<file path="src/rtl/mul_div_arb.sv">
// mul_div_arb: round-robin arbiter that shares one multi-cycle mul_div unit
// between two valid/ready requesters and returns each result, tagged with
// the issuing requester's id, on a single response channel.
module mul_div_arb #(
  parameter int N   = 10,
  parameter int LAT = 2
) (
  input  logic             clk,
  input  logic             srst_n,
  input  logic             req0_valid,
  output logic             req0_ready,
  input  logic [N-1:0]     req0_a,
  input  logic [N-1:0]     req0_b,
  input  logic             req0_sel,
  input  logic             req1_valid,
  output logic             req1_ready,
  input  logic [N-1:0]     req1_a,
  input  logic [N-1:0]     req1_b,
  input  logic             req1_sel,
  output logic             rsp_valid,
  input  logic             rsp_ready,
  output logic [2*N-1:0]   rsp_r,
  output logic [4:0]       rsp_flags,
  output logic             rsp_id,
  output logic [N-1:0]     md_a,
  output logic [N-1:0]     md_b,
  output logic             md_sel,
  output logic             md_en,
  output logic             md_arst,
  input  logic [2*N-1:0]   md_r,
  input  logic [4:0]       md_flags
);

  typedef enum logic [1:0] {
    IDLE  = 2'd0,
    ISSUE = 2'd1,
    WAIT  = 2'd2,
    DONE  = 2'd3
  } state_t;

  localparam int            CW       = (LAT > 1) ? $clog2(LAT) : 1;
  localparam logic [CW-1:0] CNT_INIT = CW'(LAT - 1);
  localparam logic [CW-1:0] CNT_ONE  = CW'(1);
  localparam logic [CW-1:0] CNT_ZERO = CW'(0);

  state_t           state_q, state_d;
  logic [CW-1:0]    cnt_q, cnt_d;
  logic             prio_q, prio_d;
  logic             id_q, id_d;
  logic [N-1:0]     md_a_q, md_a_d;
  logic [N-1:0]     md_b_q, md_b_d;
  logic             md_sel_q, md_sel_d;
  logic             md_en_q, md_en_d;
  logic             rsp_valid_q, rsp_valid_d;
  logic [2*N-1:0]   rsp_r_q, rsp_r_d;
  logic [4:0]       rsp_flags_q, rsp_flags_d;
  logic             rsp_id_q, rsp_id_d;
  logic             gnt0_s, gnt1_s;

  // Grant decision: only in IDLE and out of reset; prio breaks ties.
  always_comb begin
    gnt0_s = 1'b0;
    gnt1_s = 1'b0;
    if ((state_q == IDLE) && srst_n) begin
      if (req0_valid && req1_valid) begin
        if (prio_q) begin
          gnt1_s = 1'b1;
        end else begin
          gnt0_s = 1'b1;
        end
      end else if (req0_valid) begin
        gnt0_s = 1'b1;
      end else if (req1_valid) begin
        gnt1_s = 1'b1;
      end else begin
        gnt0_s = 1'b0;
        gnt1_s = 1'b0;
      end
    end else begin
      gnt0_s = 1'b0;
      gnt1_s = 1'b0;
    end
  end

  // Next-state and next-output computation for the whole controller.
  always_comb begin
    state_d     = state_q;
    cnt_d       = cnt_q;
    prio_d      = prio_q;
    id_d        = id_q;
    md_a_d      = md_a_q;
    md_b_d      = md_b_q;
    md_sel_d    = md_sel_q;
    md_en_d     = md_en_q;
    rsp_valid_d = rsp_valid_q;
    rsp_r_d     = rsp_r_q;
    rsp_flags_d = rsp_flags_q;
    rsp_id_d    = rsp_id_q;
    case (state_q)
      IDLE: begin
        // ready equals grant, so a grant with valid is the handshake
        if (gnt0_s || gnt1_s) begin
          md_a_d   = gnt1_s ? req1_a : req0_a;
          md_b_d   = gnt1_s ? req1_b : req0_b;
          md_sel_d = gnt1_s ? req1_sel : req0_sel;
          id_d     = gnt1_s;
          prio_d   = ~gnt1_s;
          md_en_d  = 1'b1;
          state_d  = ISSUE;
        end else begin
          state_d  = IDLE;
        end
      end
      ISSUE: begin
        cnt_d   = CNT_INIT;
        state_d = WAIT;
      end
      WAIT: begin
        if (cnt_q != CNT_ZERO) begin
          cnt_d = cnt_q - CNT_ONE;
        end else begin
          rsp_r_d     = md_r;
          rsp_flags_d = md_flags;
          rsp_id_d    = id_q;
          rsp_valid_d = 1'b1;
          md_en_d     = 1'b0;
          state_d     = DONE;
        end
      end
      DONE: begin
        if (rsp_ready) begin
          rsp_valid_d = 1'b0;
          state_d     = IDLE;
        end else begin
          state_d     = DONE;
        end
      end
      default: begin
        state_d     = IDLE;
        md_en_d     = 1'b0;
        rsp_valid_d = 1'b0;
      end
    endcase
  end

  // State and output registers with synchronous active-low reset.
  always_ff @(posedge clk) begin
    if (!srst_n) begin
      state_q     <= IDLE;
      cnt_q       <= CNT_ZERO;
      prio_q      <= 1'b0;
      id_q        <= 1'b0;
      md_a_q      <= {N{1'b0}};
      md_b_q      <= {N{1'b0}};
      md_sel_q    <= 1'b0;
      md_en_q     <= 1'b0;
      rsp_valid_q <= 1'b0;
      rsp_r_q     <= {(2*N){1'b0}};
      rsp_flags_q <= 5'b00000;
      rsp_id_q    <= 1'b0;
    end else begin
      state_q     <= state_d;
      cnt_q       <= cnt_d;
      prio_q      <= prio_d;
      id_q        <= id_d;
      md_a_q      <= md_a_d;
      md_b_q      <= md_b_d;
      md_sel_q    <= md_sel_d;
      md_en_q     <= md_en_d;
      rsp_valid_q <= rsp_valid_d;
      rsp_r_q     <= rsp_r_d;
      rsp_flags_q <= rsp_flags_d;
      rsp_id_q    <= rsp_id_d;
    end
  end

  assign req0_ready = gnt0_s;
  assign req1_ready = gnt1_s;
  assign rsp_valid  = rsp_valid_q;
  assign rsp_r      = rsp_r_q;
  assign rsp_flags  = rsp_flags_q;
  assign rsp_id     = rsp_id_q;
  assign md_a       = md_a_q;
  assign md_b       = md_b_q;
  assign md_sel     = md_sel_q;
  assign md_en      = md_en_q;
  assign md_arst    = ~srst_n;

endmodule

</file>
<file path="config.mk">
export PLATFORM = sky130hd
export DESIGN_NAME = mul_div_arb
export DESIGN_NICKNAME = d
export VERILOG_FILES = /design/src/rtl/mul_div_arb.sv
export SDC_FILE = /design/constraint.sdc
export NUM_CORES = 1
export LEC_CHECK = 0
export CAP_MARGIN = 0
export CORE_ASPECT_RATIO = 1.25
export CORE_MARGIN = 3
export CORE_UTILIZATION = 34
export DETAILED_ROUTE_END_ITERATION = 10
export PLACE_DENSITY = 0.78
export SYNTH_ARGS = -nofsm -noshare
export SYNTH_HDL_FRONTEND = slang
export SYNTH_SLANG_ARGS = --single-unit
</file>
<file path="constraint.sdc">
create_clock -name clk -period 1.4 [get_ports clk]
set_input_delay 0.14 -clock clk [delete_from_list [all_inputs] [get_ports clk]]
set_output_delay 0.14 -clock clk [all_outputs]
set_load 0.05 [all_outputs]
</file>
==> impl_metrics.tcl, run 1 <==
set metrics [dict create \
    tns_ps -1290 \
    p_per_area_mw_per_mm2 1040 \
    htree_levels 2 \
    synth_area_mm2 0.00220 \
    grt_pass1_vias 2246 \
    grt_max_degree 25 \
    hpwl_um 5160 \
    utilization 0.618 \
    finalNetCount 472 \
    post-route-period-util 1.10 \
    criticalPathCategory "flop to primary output" \
    die-area_mm2 0.00747 \
    worstPathMaxFanout 3 \
    routed-wl-met2_um 3660 \
    drive_gt1_frac 0.274 \
    crit_required_ps 1260 \
    portBuffers 123 \
    cap_violations 0 \
    wire_per_inst_um 15.0 \
    cts-root-buf "clkbuf_8" \
    relSlewSlack 0.760 \
    postRouteAntennaNets 0 \
    yosys_register_bits 54 \
    diodes 0 \
    syn_nets 328 \
    pre_cts_slack_ps -312 \
    seq_area_frac_synth 0.492 \
    final_common_cell "buf_4" \
    synth.yosys.warnings 0 \
    cts_tree "done" \
    io-pin-count 124 \
    cts_sinks 54 \
    critical_path.max_stage_delay_ps 340 \
    finalHoldViolations 0 \
    path_clk_slew_ps 100 \
    synth.distinct_cells 30 \
    worstPathCellList "buf_6, inv_4, ha_4, and2_4, and3_4, buf_12" \
    hold_class "input port to flop" \
    status "complete, but fails checks" \
    clock_latency_ps 300 \
    overflow 0 \
    die_width_um 77.9 \
    vdd_drop_max_mv 0.620 \
    rsz0062_at_grt "yes" \
    gp_congestion 0.732 \
    drc 0 \
    critPathSlowestCell "dfxtp_2" \
    highest_layer "met4" \
    rows 32 \
    violations "setup timing" \
    p_leak_uw 0.00151 \
    worstMarginPinSlew_ps 359 \
    viasPerCell 5.00 \
    dr_wl_met3_um 353 \
    drt_iter0_drc 123 \
    start_util 0.354 \
    fin_skew_ps 5.74 \
    fin_ws_ps -142 \
    max_freq_ghz 0.648 \
    wl_met1_um 3010 \
    cts_made_buffers 5 \
    core_mm2 0.00621 \
    fp.dieH_um 95.9 \
    cp-start-kind "flop" \
    clk_path_buf_depth 2 \
    drt-total-wl_um 7250 \
    vias 2414 \
    drt-pass1-iter-count 4 \
    finalMaxSlewViolations 0 \
    grt_pass1_wl_um 11000 \
    crit_buf_inv 3 \
    syn_avg_cell_area_um2 8.68 \
    grt.total_usage 0.182 \
    antenna_found_initial 0 \
    final_cell_mix "buf_4 (71), clkdlybuf4s50_1 (70), nand2_1 (55)" \
    setup_viol 23 \
    worst_path_dominant_cell_family "flip-flops" \
    cp-end-kind "primary output" \
    syn_inst 253 \
    fin_crit_ps 1540 \
    arrival_ps 1400 \
    area_growth_syn_to_layout_pct 74.6 \
]
[final cells by class]
type / instances / area [µm²]
fill: 545 / 2370
timing repair buffer: 157 / 1530
sequential: 54 / 1080
multi-input combinational: 175 / 1000
tap: 85 / 106
clock buffer: 6 / 82.6
inverter: 4 / 17.5
clock inverter: 2 / 16.3
[sequential cells by signal, indices dropped and copies added, names as in the netlist]
name       count
rsp_valid      1
md_a          10
prio_q         1
md_en          1
cnt_q          1
md_sel         1
id_q           1
state_q        2
rsp_r         20
rsp_id         1
rsp_flags      5
md_b          10
[through the flow]
step / power, µW / area (µm²) / std cells / hold WS [ps]
finish: 4000 / 3840 / 483 / 364
global route: 4180 / 3840 / 483 / 355
CTS: 4020 / 3800 / 481 / 361
detailed placement: 3030 / 3630 / 469 / 443
global placement: 3000 / 3630 / 469 / 435
floorplan: 2450 / 2200 / 253 / 258
[Yosys cell counts, drive strengths merged]
cell type,count,share of area
a211oi,1,0.0034
nor2b,2,0.0057
nor2,1,0.0017
a32oi,21,0.084
o211ai,1,0.0057
nand2b,2,0.0057
and3,2,0.0063
a31oi,1,0.0028
o2bb2ai,1,0.0040
ha,3,0.017
clkbuf,4,0.0068
nand2,55,0.094
o21bai,1,0.0034
a21oi,52,0.12
a21boi,1,0.0051
a311oi,1,0.0040
nor3,2,0.0046
dfxtp,54,0.49
or2,1,0.0028
nand3,22,0.050
buf,17,0.063
o21ai,1,0.0023
inv,4,0.0068
o21a,1,0.0034
and2,2,0.0068
[tightest hold or removal path, stage by stage]
cell             delay [ps]
clkdlybuf4s50_1         390
nand2_1                  50
a21oi_1                  50
[layer usage]
| layer | vias up | GRT usage |
|---|---|---|
| met5 | - | 0 |
| met4 | 0 | 0.0773 |
| met3 | 14 | 0.0234 |
| met2 | 96 | 0.311 |
| met1 | 1120 | 0.233 |
| li1 | 1184 | - |
[report_power, final]
group          internal [µW]  switching [µW]
sequential              1650            69.0
clock                    409             530
combinational            616             731
[cells by family (layout without fill, tap and decap cells)]
group | count (synthesis) | after routing | share of synthesized area
AND/OR/NAND/NOR | 89 | 90 | 0.178
AO/OA/AOI/OAI | 82 | 82 | 0.236
flip-flops | 54 | 54 | 0.492
buffers and inverters | 25 | 169 | 0.0769
adder cells (fa/ha/maj) | 3 | 3 | 0.0171
[worst paths after layout]
kind	slack (ps)	depth (start not counted)	end	from
max	-140	6	req1_ready	state_q[1]
min	360	3	rsp_r[13]	md_r[13]
max reg2reg	-80	8	md_b[7]	state_q[1]
min reg2reg	450	2	rsp_r[13]	rsp_r[13]
[what timing repair did]
item,4_1_cts,5_1_grt
setup buffers,3,1
cloned,1,1
setup endpoints to repair,52,32
hold buffers,0,0
pin swaps,1,1
resized for setup,14,1
Note: power is estimated with default switching activity, not from simulation.
==> run 2: changes to the inputs <==
Settings changed: CORE_ASPECT_RATIO 1.25 to 0.5.
==> run 2 against run 1 <==
The flow still finishes with violations (setup timing). Sequential share of layout area barely moved. Register-to-register slack got worse by 80 ps. Count of clock-buffer cells in the layout fell by 1. Non-clock buffer count down 11. Wire length grew 6.7%. Total power increased by 8.1%. Via count rose by 1.0%. Combinational power about the same. Clock power up 33%. Die area is 0.70% higher. Clock skew shrank 0.93 ps. Maximum frequency decreased by 1.4%. Critical path type is now flop to flop. Largest cell class unchanged. Largest power group unchanged.
==> impl_metrics.tcl, run 2 (same netlist as run 1, synthesis figures left out) <==
set metrics [dict create \
    cts_made_buffers 5 \
    core_mm2 0.00616 \
    grt.total_usage 0.189 \
    worstReg2RegEnd "md_en" \
    vias 2439 \
    post-route-period-util 1.12 \
    hpwl_um 5390 \
    io-pin-count 124 \
    finalNonFillerCells 475 \
    grt_max_degree 28 \
    vdd_drop_max_mv 0.587 \
    drt-total-wl_um 7730 \
    max_freq_ghz 0.639 \
    grt_pass1_wl_um 11800 \
    tns_ps -674 \
    die_width_um 120 \
    rsz0062_at_grt "yes" \
    drt_iter0_drc 173 \
    finalNetCount 461 \
    clock_latency_ps 290 \
    drc 0 \
    htree_levels 2 \
    place_inst 462 \
    setup_viol 23 \
    ctsHoldBuffers 0 \
    worstSetupStartpoint "state_q[1]" \
    relSlewSlack 0.769 \
    criticalPathCategory "flop to flop" \
    finalMaxSlewViolations 0 \
    start_util 0.357 \
    fin_ws_ps -165 \
    p_per_area_mw_per_mm2 1130 \
    r2r_start "state_q[1]" \
    cap_violations 0 \
    finalHoldViolations 0 \
    seqCellArea_mm2 0.00108 \
    fin_crit_ps 1560 \
    cts_sinks 54 \
    violations "setup timing" \
    critPathCapture "md_en" \
    cts_tree "done" \
    arrival_ps 1770 \
    gp_congestion 0.801 \
    p_leak_uw 0.00148 \
    cp-start-kind "flop" \
    utilization 0.624 \
    final_common_cell "clkdlybuf4s50_1" \
    crit_required_ps 1610 \
    worstPathMaxFanout 3 \
    fin_skew_ps 4.81 \
    worstMarginPinSlew_ps 345 \
    overflow 0 \
    multi_input_comb_area_mm2 0.00103 \
    postRouteAntennaNets 0 \
    cp-end-kind "flop" \
    final_cell_mix "clkdlybuf4s50_1 (70), buf_4 (58), nand2_1 (55)" \
    status "complete, but fails checks" \
    fillers 509 \
    clk_path_buf_depth 2 \
    rows 20 \
    fp.dieH_um 62.8 \
    hold_class "input port to flop" \
    area_growth_syn_to_layout_pct 74.9 \
    wire_per_inst_um 16.3 \
    drt-pass1-iter-count 4 \
    cts-root-buf "clkbuf_16" \
    viasPerCell 5.13 \
    diodes 0 \
    antenna_found_initial 0 \
    r2r_cells 8 \
    path_clk_slew_ps 70 \
    portBuffers 123 \
    grt_pass1_vias 2454 \
    die-area_mm2 0.00752 \
    largest_reg_flops 20 \
    rrSetupSlack_ps -160 \
    drive_gt1_frac 0.264 \
]
-- run 2: stage by stage --
step           power [µW]  setup WS (ps)  area (µm²)  hold WS [ps]
2_1_floorplan        2450           11.9        2200           258
3_3_place_gp         2970           -189        3560           440
3_5_place_dp         3010           -338        3560           452
4_1_cts              4290           -127        3780           368
5_1_grt              4490           -204        3840           385
6_report             4320           -165        3840           385
-- run 2: where the power goes --
part	total, µW	switching [µW]	internal, µW
clock network	1250	577	673
logic	1340	741	602
registers	1730	84.2	1650
-- run 2: how the worst min path moves through the flow --
| stage | startpoint | to | slack (ps) | depth (start not counted) |
|---|---|---|---|---|
| floorplan | srst_n | rsp_valid | 260 | 1 |
| global placement | id_q | rsp_id | 440 | 2 |
| detailed placement | rsp_flags[4] | rsp_flags[4] | 450 | 2 |
| CTS | srst_n | id_q | 370 | 3 |
| global route | srst_n | id_q | 380 | 3 |
| finish | srst_n | id_q | 390 | 3 |
-- run 2: what timing repair did --
item,in CTS,in global routing
setup buffers,3,1
setup endpoints to repair,51,38
pin swaps,3,1
resized for setup,18,3
cloned,1,1
-- run 2: cell type report --
class / count / share of cell area
Tap cell: 88 / 0.0287
Sequential cell: 54 / 0.282
Timing Repair Buffer: 146 / 0.379
Clock inverter: 3 / 0.00651
Multi-Input combinational cell: 175 / 0.267
Inverter: 4 / 0.00456
Clock buffer: 5 / 0.0326
-- run 2: critical path: stages (launching register included) --
cell	delay, ps
dfxtp_2	330
buf_6	120
inv_4	60
ha_4	130
buf_4	110
o211ai_2	140
buf_4	190
or2_0	220
a31oi_1	200
-- run 2: layer usage --
metal	GRT usage	routed length, µm	vias to the layer above
met4	0.0499	114	0
met1	0.224	3140	1187
li1	-	-	1168
met2	0.353	4130	74
met5	0	0	-
met3	0.0362	348	10
==> run 3: changes to the inputs <==
Settings changed: ABC_CLOCK_PERIOD_IN_PS set to 1400, GPL_ROUTABILITY_DRIVEN set to 0.
==> results of run 3 <==
Same layout as run 2: the final DEF is identical, and so are final timing and power.
